$ cat config.mk
export PLATFORM = sky130hd
export DESIGN_NAME = lfsr_checker_fibonacci
export DESIGN_NICKNAME = d
export VERILOG_FILES = /design/src/rtl/lfsr_checker_fibonacci.sv
export SDC_FILE = /design/constraint.sdc
export NUM_CORES = 1
export LEC_CHECK = 0
export CORE_MARGIN = 1.5
export CORE_UTILIZATION = 49
export DETAILED_ROUTE_END_ITERATION = 10
export PLACE_DENSITY_LB_ADDON = 0.05
export SLEW_MARGIN = 40
export SYNTH_ARGS = -nofsm -noshare
export SYNTH_HDL_FRONTEND = slang
export SYNTH_SLANG_ARGS = --single-unit
$ cat constraint.sdc
create_clock -name clk -period 3.8 [get_ports clk]
set_input_delay 0.76 -clock clk [delete_from_list [all_inputs] [get_ports clk]]
set_output_delay 0.76 -clock clk [all_outputs]
set_load 0.05 [all_outputs]
$ cat src/rtl/lfsr_checker_fibonacci.sv
// Serial PRBS checker for the Fibonacci LFSR generator: self-seeds from the received
// stream, verifies predictions before declaring lock, then counts bit errors.
module lfsr_checker_fibonacci #(
    parameter int unsigned LOCK_GOOD     = 8,
    parameter int unsigned UNLOCK_THRESH = 4,
    parameter int unsigned ERR_W         = 16
) (
    input  logic             clk,
    input  logic             rst_n,
    input  logic [3:0]       lfsr_length,
    input  logic             lfsr_n_taps,
    input  logic             bit_in,
    input  logic             bit_valid,
    input  logic             clear,
    output logic             cfg_valid,
    output logic             locked,
    output logic             err_pulse,
    output logic [ERR_W-1:0] err_count,
    output logic [1:0]       state
);

    localparam logic [1:0] ST_INVALID = 2'd0;
    localparam logic [1:0] ST_SEED    = 2'd1;
    localparam logic [1:0] ST_VERIFY  = 2'd2;
    localparam logic [1:0] ST_LOCKED  = 2'd3;

    localparam logic [7:0]       LOCK_GOOD_C = 8'(LOCK_GOOD);
    localparam logic [3:0]       UNLOCK_C    = 4'(UNLOCK_THRESH);
    localparam logic [ERR_W-1:0] ERR_ONE     = ERR_W'(1);
    localparam logic [ERR_W-1:0] ERR_MAX     = '1;

    logic [15:0] mask;
    logic        mask_valid;
    logic [15:0] len_mask;
    logic        cfg_change;
    logic        predicted;
    logic [15:0] sr_shift;
    logic [3:0]  seed_inc;
    logic [7:0]  good_inc;
    logic [3:0]  miss_inc;

    logic [3:0]       cfg_len_q,   cfg_len_d;
    logic             cfg_taps_q,  cfg_taps_d;
    logic             cfg_valid_q, cfg_valid_d;
    logic [1:0]       state_q,     state_d;
    logic [15:0]      sr_q,        sr_d;
    logic [3:0]       seed_cnt_q,  seed_cnt_d;
    logic [7:0]       good_cnt_q,  good_cnt_d;
    logic [3:0]       miss_cnt_q,  miss_cnt_d;
    logic             locked_q,    locked_d;
    logic             err_pulse_q, err_pulse_d;
    logic [ERR_W-1:0] err_count_q, err_count_d;

    // Tap tables shared bit-for-bit with the generator; tap k maps to mask bit k-1.
    always_comb begin
        mask = 16'h0000;
        case ({lfsr_n_taps, lfsr_length})
            5'b0_0010: mask = 16'h0003;
            5'b0_0011: mask = 16'h0006;
            5'b0_0100: mask = 16'h000C;
            5'b0_0101: mask = 16'h0014;
            5'b0_0110: mask = 16'h0030;
            5'b0_0111: mask = 16'h0060;
            5'b0_1001: mask = 16'h0110;
            5'b0_1010: mask = 16'h0240;
            5'b0_1011: mask = 16'h0500;
            5'b0_1111: mask = 16'h6000;
            5'b1_0101: mask = 16'h001E;
            5'b1_0110: mask = 16'h0036;
            5'b1_0111: mask = 16'h0078;
            5'b1_1000: mask = 16'h00B8;
            5'b1_1001: mask = 16'h01B0;
            5'b1_1010: mask = 16'h0360;
            5'b1_1011: mask = 16'h0740;
            5'b1_1100: mask = 16'h0CA0;
            5'b1_1101: mask = 16'h1B00;
            5'b1_1110: mask = 16'h3500;
            5'b1_1111: mask = 16'h7400;
            default:   mask = 16'h0000;
        endcase
    end

    assign mask_valid = |mask;
    assign len_mask   = ~(16'hFFFF << lfsr_length);
    assign cfg_change = (lfsr_length != cfg_len_q) || (lfsr_n_taps != cfg_taps_q);
    assign predicted  = ^(sr_q & mask);
    assign sr_shift   = {sr_q[14:0], bit_in};
    assign seed_inc   = seed_cnt_q + 4'd1;
    assign good_inc   = good_cnt_q + 8'd1;
    assign miss_inc   = miss_cnt_q + 4'd1;

    always_comb begin
        cfg_len_d   = lfsr_length;
        cfg_taps_d  = lfsr_n_taps;
        cfg_valid_d = mask_valid;
        state_d     = state_q;
        sr_d        = sr_q;
        seed_cnt_d  = seed_cnt_q;
        good_cnt_d  = good_cnt_q;
        miss_cnt_d  = miss_cnt_q;
        locked_d    = (state_q == ST_LOCKED);
        err_pulse_d = 1'b0;
        err_count_d = err_count_q;

        // A config change discards the bit in flight; the error count survives it.
        if (cfg_change || !mask_valid) begin
            state_d    = mask_valid ? ST_SEED : ST_INVALID;
            sr_d       = 16'h0000;
            seed_cnt_d = 4'd0;
            good_cnt_d = 8'd0;
            miss_cnt_d = 4'd0;
        end else if (state_q == ST_INVALID) begin
            state_d = ST_SEED;
        end else if (bit_valid) begin
            sr_d = sr_shift;
            case (state_q)
                ST_SEED: begin
                    seed_cnt_d = seed_inc;
                    if (seed_inc == lfsr_length) begin
                        seed_cnt_d = 4'd0;
                        // An all-zero seed is the LFSR lockup state: keep seeding.
                        if ((sr_shift & len_mask) != 16'h0000) begin
                            state_d    = ST_VERIFY;
                            good_cnt_d = 8'd0;
                        end
                    end
                end
                ST_VERIFY: begin
                    if (bit_in == predicted) begin
                        good_cnt_d = good_inc;
                        if (good_inc == LOCK_GOOD_C) begin
                            state_d    = ST_LOCKED;
                            good_cnt_d = 8'd0;
                            miss_cnt_d = 4'd0;
                        end
                    end else begin
                        state_d    = ST_SEED;
                        seed_cnt_d = 4'd0;
                        good_cnt_d = 8'd0;
                    end
                end
                ST_LOCKED: begin
                    if (bit_in != predicted) begin
                        err_pulse_d = 1'b1;
                        if (err_count_q != ERR_MAX) err_count_d = err_count_q + ERR_ONE;
                        miss_cnt_d = miss_inc;
                        if (miss_inc == UNLOCK_C) begin
                            state_d    = ST_SEED;
                            seed_cnt_d = 4'd0;
                            good_cnt_d = 8'd0;
                            miss_cnt_d = 4'd0;
                        end
                    end else if (miss_cnt_q != 4'd0) begin
                        miss_cnt_d = miss_cnt_q - 4'd1;
                    end
                end
                default: state_d = ST_SEED;
            endcase
        end

        if (clear) err_count_d = '0;
    end

    always_ff @(posedge clk or negedge rst_n) begin
        if (!rst_n) begin
            cfg_len_q   <= 4'd0;
            cfg_taps_q  <= 1'b0;
            cfg_valid_q <= 1'b0;
            state_q     <= ST_SEED;
            sr_q        <= 16'h0000;
            seed_cnt_q  <= 4'd0;
            good_cnt_q  <= 8'd0;
            miss_cnt_q  <= 4'd0;
            locked_q    <= 1'b0;
            err_pulse_q <= 1'b0;
            err_count_q <= '0;
        end else begin
            cfg_len_q   <= cfg_len_d;
            cfg_taps_q  <= cfg_taps_d;
            cfg_valid_q <= cfg_valid_d;
            state_q     <= state_d;
            sr_q        <= sr_d;
            seed_cnt_q  <= seed_cnt_d;
            good_cnt_q  <= good_cnt_d;
            miss_cnt_q  <= miss_cnt_d;
            locked_q    <= locked_d;
            err_pulse_q <= err_pulse_d;
            err_count_q <= err_count_d;
        end
    end

    assign cfg_valid = cfg_valid_q;
    assign locked    = locked_q;
    assign err_pulse = err_pulse_q;
    assign err_count = err_count_q;
    assign state     = state_q;

endmodule
* After elaboration in Yosys (flattened, before gate mapping)
Memories as Yosys holds them, arrays and structs flattened.
Index checks and enable logic that the tools add are counted.
** Storage, ports and cells
- Bits of input ports :: 10
- Bits in registers :: 58
- Logic and storage cells :: 123
- Memories kept :: 1
- ROM bits :: 480
** Operators by class
- Bitwise gates (word level) :: 3
- Equal/unequal tests :: 27
- Add/subtract/negate cells :: 5
- Shift operators :: 1
- Reduce and logical (&&, ||, !) cells :: 22
- Mux-type cells :: 53
** Memory list
- (name not given) :: depth 32, bits a word 15, read ports 1, clocked after memory_dff 0, write ports 0, RTL line 57 : case ({lfsr_n_taps, lfsr_length})
** Operator list (number)
- $mux 16 :: 10
- $mux 8 :: 9
- $mux 4 :: 15
- $and 16x16->16 :: 2
- $pmux 8 s3 :: 1
- $reduce_and 6->1 :: 4
- $mux 2 :: 9
- $add 16x1->16 const B :: 1
- $ne 16x16->1 const B :: 1
- $not 16->16 :: 1
- $reduce_bool 16->1 :: 1
- $reduce_or 16->1 :: 1
- $reduce_xor 16->1 :: 1
- $shl 16x4->16 const A :: 1
- $ne 3x3->1 const B :: 5
- $ne 4x1->1 const B :: 3
- $pmux 4 s3 :: 1
- $reduce_bool 2->1 :: 5
- $add 4x1->4 const B :: 2
- $add 8x1->8 const B :: 1
- $eq 8x4->1 const B :: 1
- $ne 4x4->1 const B :: 2
- $pmux 4 s2 :: 1
- $reduce_bool 4->1 :: 2
- other kinds (19) :: 31

* Logic depth before layout (Yosys ltp)
- Depth in word-level cells :: 10
- Depth in mapped cells :: 17

* Worst setup path before layout
OpenSTA, ideal clock, no wires.
- Kind :: in2reg
- From :: input lfsr_length[1]
- To :: register good_cnt_q[3]
- Stages :: 15
- Data required time :: 3690 ps
- Arrival time :: 4137 ps
- Setup slack :: -447 ps
- Cells stage by stage :: buf_2 > buf_1 > inv_1 > ha_1 > nor2_1 > a2111oi_2 > a211oi_1 > or3_1 > a22o_1 > a2bb2oi_2 > nor2_1 > buf_2 > or3b_1 > o2bb2a_1 > o41ai_1
** On the way
- Cells in the longest elaborated chain, start to end :: 9
** RTL lines
- start: declaration :: RTL line 10 : input logic [3:0] lfsr_length,
- $mem_v2 32x15
- $and 16x16->16 :: RTL line 86 : assign predicted = ^(sr_q & mask);
- $reduce_xor 16->1 :: RTL line 86
- $eq 1x1->1 :: RTL line 129 : if (bit_in == predicted) begin
- $mux 8 :: RTL line 129
- $pmux 8 s3 :: RTL line 116 : case (state_q)
- $mux 8 :: RTL line 114 : end else if (bit_valid) begin
- $mux 8 :: RTL line 112 : end else if (state_q == ST_INVALID) begin
- $mux 8 :: RTL line 106 : if (cfg_change || !mask_valid) begin
- end signal: assignment :: RTL line 184 : good_cnt_q <= good_cnt_d;
- end: declaration :: RTL line 48 : logic [7:0] good_cnt_q, good_cnt_d;
Several ways; a longest one is shown, not always the timed one. The select of a mux whose other input is x is not followed.
A chain may end at the register's enable or synchronous reset.

* Worst setup path after layout
- From :: input lfsr_length[3]
- To :: register seed_cnt_q[2]
** On the way
- Cells in the longest elaborated chain, start to end :: 6
** RTL lines
- $mem_v2 32x15 or $eq 4x4->1 (tied branches)
- $and 16x16->16 (tied with other cells) :: RTL line 86
- $reduce_xor 16->1 (tied with other cells) :: RTL line 86
- $eq 1x1->1 (tied with other cells) :: RTL line 129
- $ne 3x3->1 (no source line) (tied with other cells)
- $reduce_and 6->1 (no source line) or $mux 4 (tied branches)
- end signal: assignment :: RTL line 183 : seed_cnt_q <= seed_cnt_d;
- end: declaration :: RTL line 47 : logic [3:0] seed_cnt_q, seed_cnt_d;
Several ways; a longest one is shown, not always the timed one. The select of a mux whose other input is x is not followed.

==> impl_metrics.env <==
export IMPL_detail_route_iter0_violations=172
export IMPL_die_h_um=93.9
export IMPL_synthesized_net_count=496
export IMPL_dp_wirelength_um=7490
export IMPL_grt_max_degree=42
export IMPL_postSynth_asyncResetShare_pct=100
export IMPL_dpl_cell_area_um2=4820
export IMPL_cts_made_buffers=9
export IMPL_drive_gt1_share_pct=20.4
export IMPL_seq_area_frac_synth_pct=35.2
export IMPL_detail_route_wirelength_um=10400
export IMPL_remaining_drc_errors=0
export IMPL_cell_count_after_synthesis=469
export IMPL_grt_pass1_wl_um=17400
export IMPL_synthesis_area_um2=4050
export IMPL_globalRouteTotalUtil_pct=24.9
export IMPL_insertion_delay_to_the_later_sink_of_the_worst_skew_pair_ns=0.34
export IMPL_path_buf_inv=4
export IMPL_synth_seq_cells=57
export IMPL_die_w_um=93.9
export IMPL_first_global_vias=3771
export IMPL_route_antenna_remaining_nets=0
export IMPL_clockBufferDepth=2
export IMPL_outcome="complete, no violations"
export IMPL_number_of_flops_mapped_to_enable_cells_by_yosys=0
export IMPL_mean_instance_size_in_the_synthesized_netlist_um2=8.64
export IMPL_row_count=32
export IMPL_ioPinCount=31
export IMPL_layout_min_cycle_time_ns=3.67
export IMPL_port_buffers=30
export IMPL_clkTransAtPathRegs_ns=0.07
export IMPL_cts_max_level=3
export IMPL_cts_tree="done"
export IMPL_reg2reg_from="sr_q[4]"
export IMPL_antenna_cells=0
export IMPL_overflow=0
export IMPL_relSlewSlack_pct=49.7
export IMPL_critical_path_arrival_ns=3.89
export IMPL_critical_path_top_delay_family="compound AO/OA/AOI/OAI gates"
export IMPL_period_share_pct=96.7
export IMPL_cts_hold_buf=0
export IMPL_dr_pass1_iters=4
export IMPL_ys_dominant_reg_cell="sky130_fd_sc_hd__dfrtp_1"
export IMPL_static_leakage_power_nw=2.13
export IMPL_critPathMostFrequentCell="sky130_fd_sc_hd__buf_4"
export IMPL_grt_antenna_before_repair=0
export IMPL_final_area_um2=5160
export IMPL_crit_path_cell_trace="clkdlybuf4s50_1 -> buf_4 -> and4bb_1 -> o31ai_2 -> a21oi_1 -> o211ai_1 -> a22o_1 -> and4bb_4 -> nor2_2 -> buf_4 -> o211ai_1 -> and2_4 -> buf_4 -> o32ai_1"
export IMPL_critical_path_peak_fanout=8
export IMPL_crit_path_top_delay_cell="sky130_fd_sc_hd__clkdlybuf4s50_1"
export IMPL_timing_hold_worst_class="input port to asynchronous set/reset pin"
export IMPL_setup_reg_to_reg_worst_slack_ns=0.81
export IMPL_final_max_slew_viol_count=0
export IMPL_critPathLaunchType="input port"
export IMPL_fmaxAchievable_mhz=272
export IMPL_route_detailed_vias_per_inst=5.96
export IMPL_timing_final_hold_violations=0
export IMPL_initial_utilization_pct=51.6
export IMPL_design_core_area_um2=7850
export IMPL_area_growth_syn_to_layout_pct=27.3
export IMPL_yosysUniqueCellTypes=71
export IMPL_endpoint_type_of_the_worst_setup_path="register"
export IMPL_full_die_area_um2=8830
export IMPL_cts_sinks=57
export IMPL_clock_root_buffer="sky130_fd_sc_hd__clkbuf_8"
export IMPL_gpl_final_weighted_congestion=0.864
export IMPL_skew_ns=0.0116
export IMPL_critPathKind="input port to register"
export IMPL_reg2regPathDepth=11
export IMPL_cpPeakStageDelay_ns=0.48
export IMPL_routed_wire_per_std_cell_um=16.0
export IMPL_irDropWorstVdd_uv=154
export IMPL_fin_nets=567
export IMPL_cellPowerDensity_nw_per_um2=259
export IMPL_ys_warn_count=0
export IMPL_cp_required_ns=4.02
export IMPL_dr_vias=3856
export IMPL_max_cap_violations=0
export IMPL_worstReg2RegEnd="seed_cnt_q[1]"
export IMPL_worst_pin_slew_ns=0.753
export IMPL_setup_violations=0
export IMPL_fin_tns_setup_ns=0
==> logic make-up after synthesis <==
family | share of synthesized area (%)
multiplexers | 3.95
adder cells (fa/ha/maj) | 5.50
flip-flops | 35.2
AO/OA/AOI/OAI | 20.0
AND/OR/NAND/NOR | 25.7
buffers and inverters | 4.82
XOR/XNOR | 4.75
==> power breakdown <==
part	internal, mW	total, mW	switching (mW)	leakage [nW]
logic	0.0921	0.218	0.126	1.27
registers	0.612	0.616	0.00360	0.777
clock network	0.235	0.505	0.270	0.0814
total	0.939	1.34	0.400	2.13
==> timing repair <==
item	in CTS	in global routing
gates resized for setup	3	31
setup endpoints to repair	9	28
buffers inserted	0	4
pin swaps	0	13
==> Yosys cell counts (4+ instances only) <==
cell	number	share of area, %
sky130_fd_sc_hd__and2_1	6	0.93
sky130_fd_sc_hd__a211oi_1	5	0.93
sky130_fd_sc_hd__o211ai_1	5	0.93
sky130_fd_sc_hd__a21o_1	4	0.74
sky130_fd_sc_hd__nand4_1	11	1.7
sky130_fd_sc_hd__mux2_1	5	1.4
sky130_fd_sc_hd__ha_1	17	5.2
sky130_fd_sc_hd__o32ai_1	4	0.86
sky130_fd_sc_hd__nor4_1	4	0.62
sky130_fd_sc_hd__o21ai_0	18	2.2
sky130_fd_sc_hd__mux2i_1	7	1.7
sky130_fd_sc_hd__nor2_1	30	2.8
sky130_fd_sc_hd__xor2_1	10	2.2
sky130_fd_sc_hd__dfrtp_1	56	35
sky130_fd_sc_hd__nor3_1	10	1.2
sky130_fd_sc_hd__nor2b_1	12	1.9
sky130_fd_sc_hd__nand3_1	21	2.6
sky130_fd_sc_hd__o31ai_1	10	1.9
sky130_fd_sc_hd__buf_2	6	0.74
sky130_fd_sc_hd__xnor2_1	12	2.6
sky130_fd_sc_hd__nand2b_1	8	1.2
sky130_fd_sc_hd__inv_1	17	1.6
sky130_fd_sc_hd__and3_1	8	1.2
sky130_fd_sc_hd__nand2_1	54	5.0
sky130_fd_sc_hd__nor3b_1	5	0.93
sky130_fd_sc_hd__clkbuf_1	12	1.1
sky130_fd_sc_hd__a21oi_1	34	4.2
sky130_fd_sc_hd__or3_1	7	1.1
==> worst max path at each step <==
stage                         from       endpoint  slack, ns  depth (start not counted)
finish              lfsr_length[3]  seed_cnt_q[2]       0.13                         14
floorplan           lfsr_length[1]   err_count[3]      0.007                         15
detailed placement  lfsr_length[0]  seed_cnt_q[0]      -0.45                         14
CTS                 lfsr_length[0]  seed_cnt_q[1]      0.009                         14
global route        lfsr_length[3]  seed_cnt_q[2]      -0.02                         14
global placement    lfsr_length[0]  err_count[11]      -0.36                         14
==> sequential cells by signal, summed over array words and instances (netlist names) <==
register / flops
state: 2
seed_cnt_q: 4
err_count: 16
locked: 1
err_pulse: 1
cfg_len_q: 4
miss_cnt_q: 4
sr_q: 15
cfg_taps_q: 1
cfg_valid: 1
good_cnt_q: 8
==> worst register-to-register path: stages (launching register included) <==
cell and delay, ns:
sky130_fd_sc_hd__dfrtp_1 0.49, sky130_fd_sc_hd__nand3b_1 0.14, sky130_fd_sc_hd__a21oi_1 0.22, sky130_fd_sc_hd__a211oi_2 0.07, sky130_fd_sc_hd__or3_4 0.35, sky130_fd_sc_hd__a22o_1 0.27
sky130_fd_sc_hd__and4bb_4 0.25, sky130_fd_sc_hd__nor2_2 0.15, sky130_fd_sc_hd__buf_4 0.16, sky130_fd_sc_hd__o211ai_1 0.24, sky130_fd_sc_hd__a2111oi_2 0.47, sky130_fd_sc_hd__a41o_1 0.14
==> area by class of cell <==
cell class                      instances  area (µm²)
Fill cell                             692        2690
Multi-Input combinational cell        368        2600
Sequential cell                        57        1430
Timing Repair Buffer                   85         764
Tap cell                              102         128
Clock buffer                            9         124
Inverter                               19        71.3
Clock inverter                          7        46.3
==> metrics by stage <==
step	hold WS, ns	cells	util (%)	power [mW]	worst slack [ns]
after floorplan	0.464	469	-	0.741	0.00681
after global placement	0.512	627	61.4	0.826	-0.361
after detailed placement	0.523	627	61.4	0.829	-0.447
after CTS	0.399	643	63.7	1.33	0.00937
after global routing	0.419	647	65.8	1.40	-0.0196
final	0.383	647	65.8	1.34	0.127
==> per-layer routing <==
| metal | global-route usage (%) | up-vias | wire length, µm |
|---|---|---|---|
| met2 | 42.9 | 73 | 5200 |
| li1 | - | 1864 | - |
| met1 | 30.8 | 1899 | 4650 |
| met3 | 4.53 | 20 | 316 |
| met4 | 9.83 | 0 | 186 |
| met5 | 0 | - | 0 |
==> cell usage in the layout (no fill, tap or decap), types with 6 or more instances in the layout <==
cell type                         Yosys  layout
sky130_fd_sc_hd__a21oi_1             34      34
sky130_fd_sc_hd__o21ai_0             18      18
sky130_fd_sc_hd__dfrtp_1             56      56
sky130_fd_sc_hd__inv_1               17      15
sky130_fd_sc_hd__nand2b_1             8       7
sky130_fd_sc_hd__and3_1               8       8
sky130_fd_sc_hd__or3_1                7       6
sky130_fd_sc_hd__nand2_1             54      54
sky130_fd_sc_hd__ha_1                17      14
sky130_fd_sc_hd__o31ai_1             10       9
sky130_fd_sc_hd__clkdlybuf4s50_1      0      25
sky130_fd_sc_hd__nor2_1              30      28
sky130_fd_sc_hd__nand3_1             21      21
sky130_fd_sc_hd__nor3_1              10      10
sky130_fd_sc_hd__nor2b_1             12      11
sky130_fd_sc_hd__clkbuf_8             0       9
sky130_fd_sc_hd__xnor2_1             12      11
sky130_fd_sc_hd__xor2_1              10      10
sky130_fd_sc_hd__nand4_1             11      11
sky130_fd_sc_hd__mux2i_1              7       7
sky130_fd_sc_hd__buf_4                3      50
(Power assumes the default switching activity.)
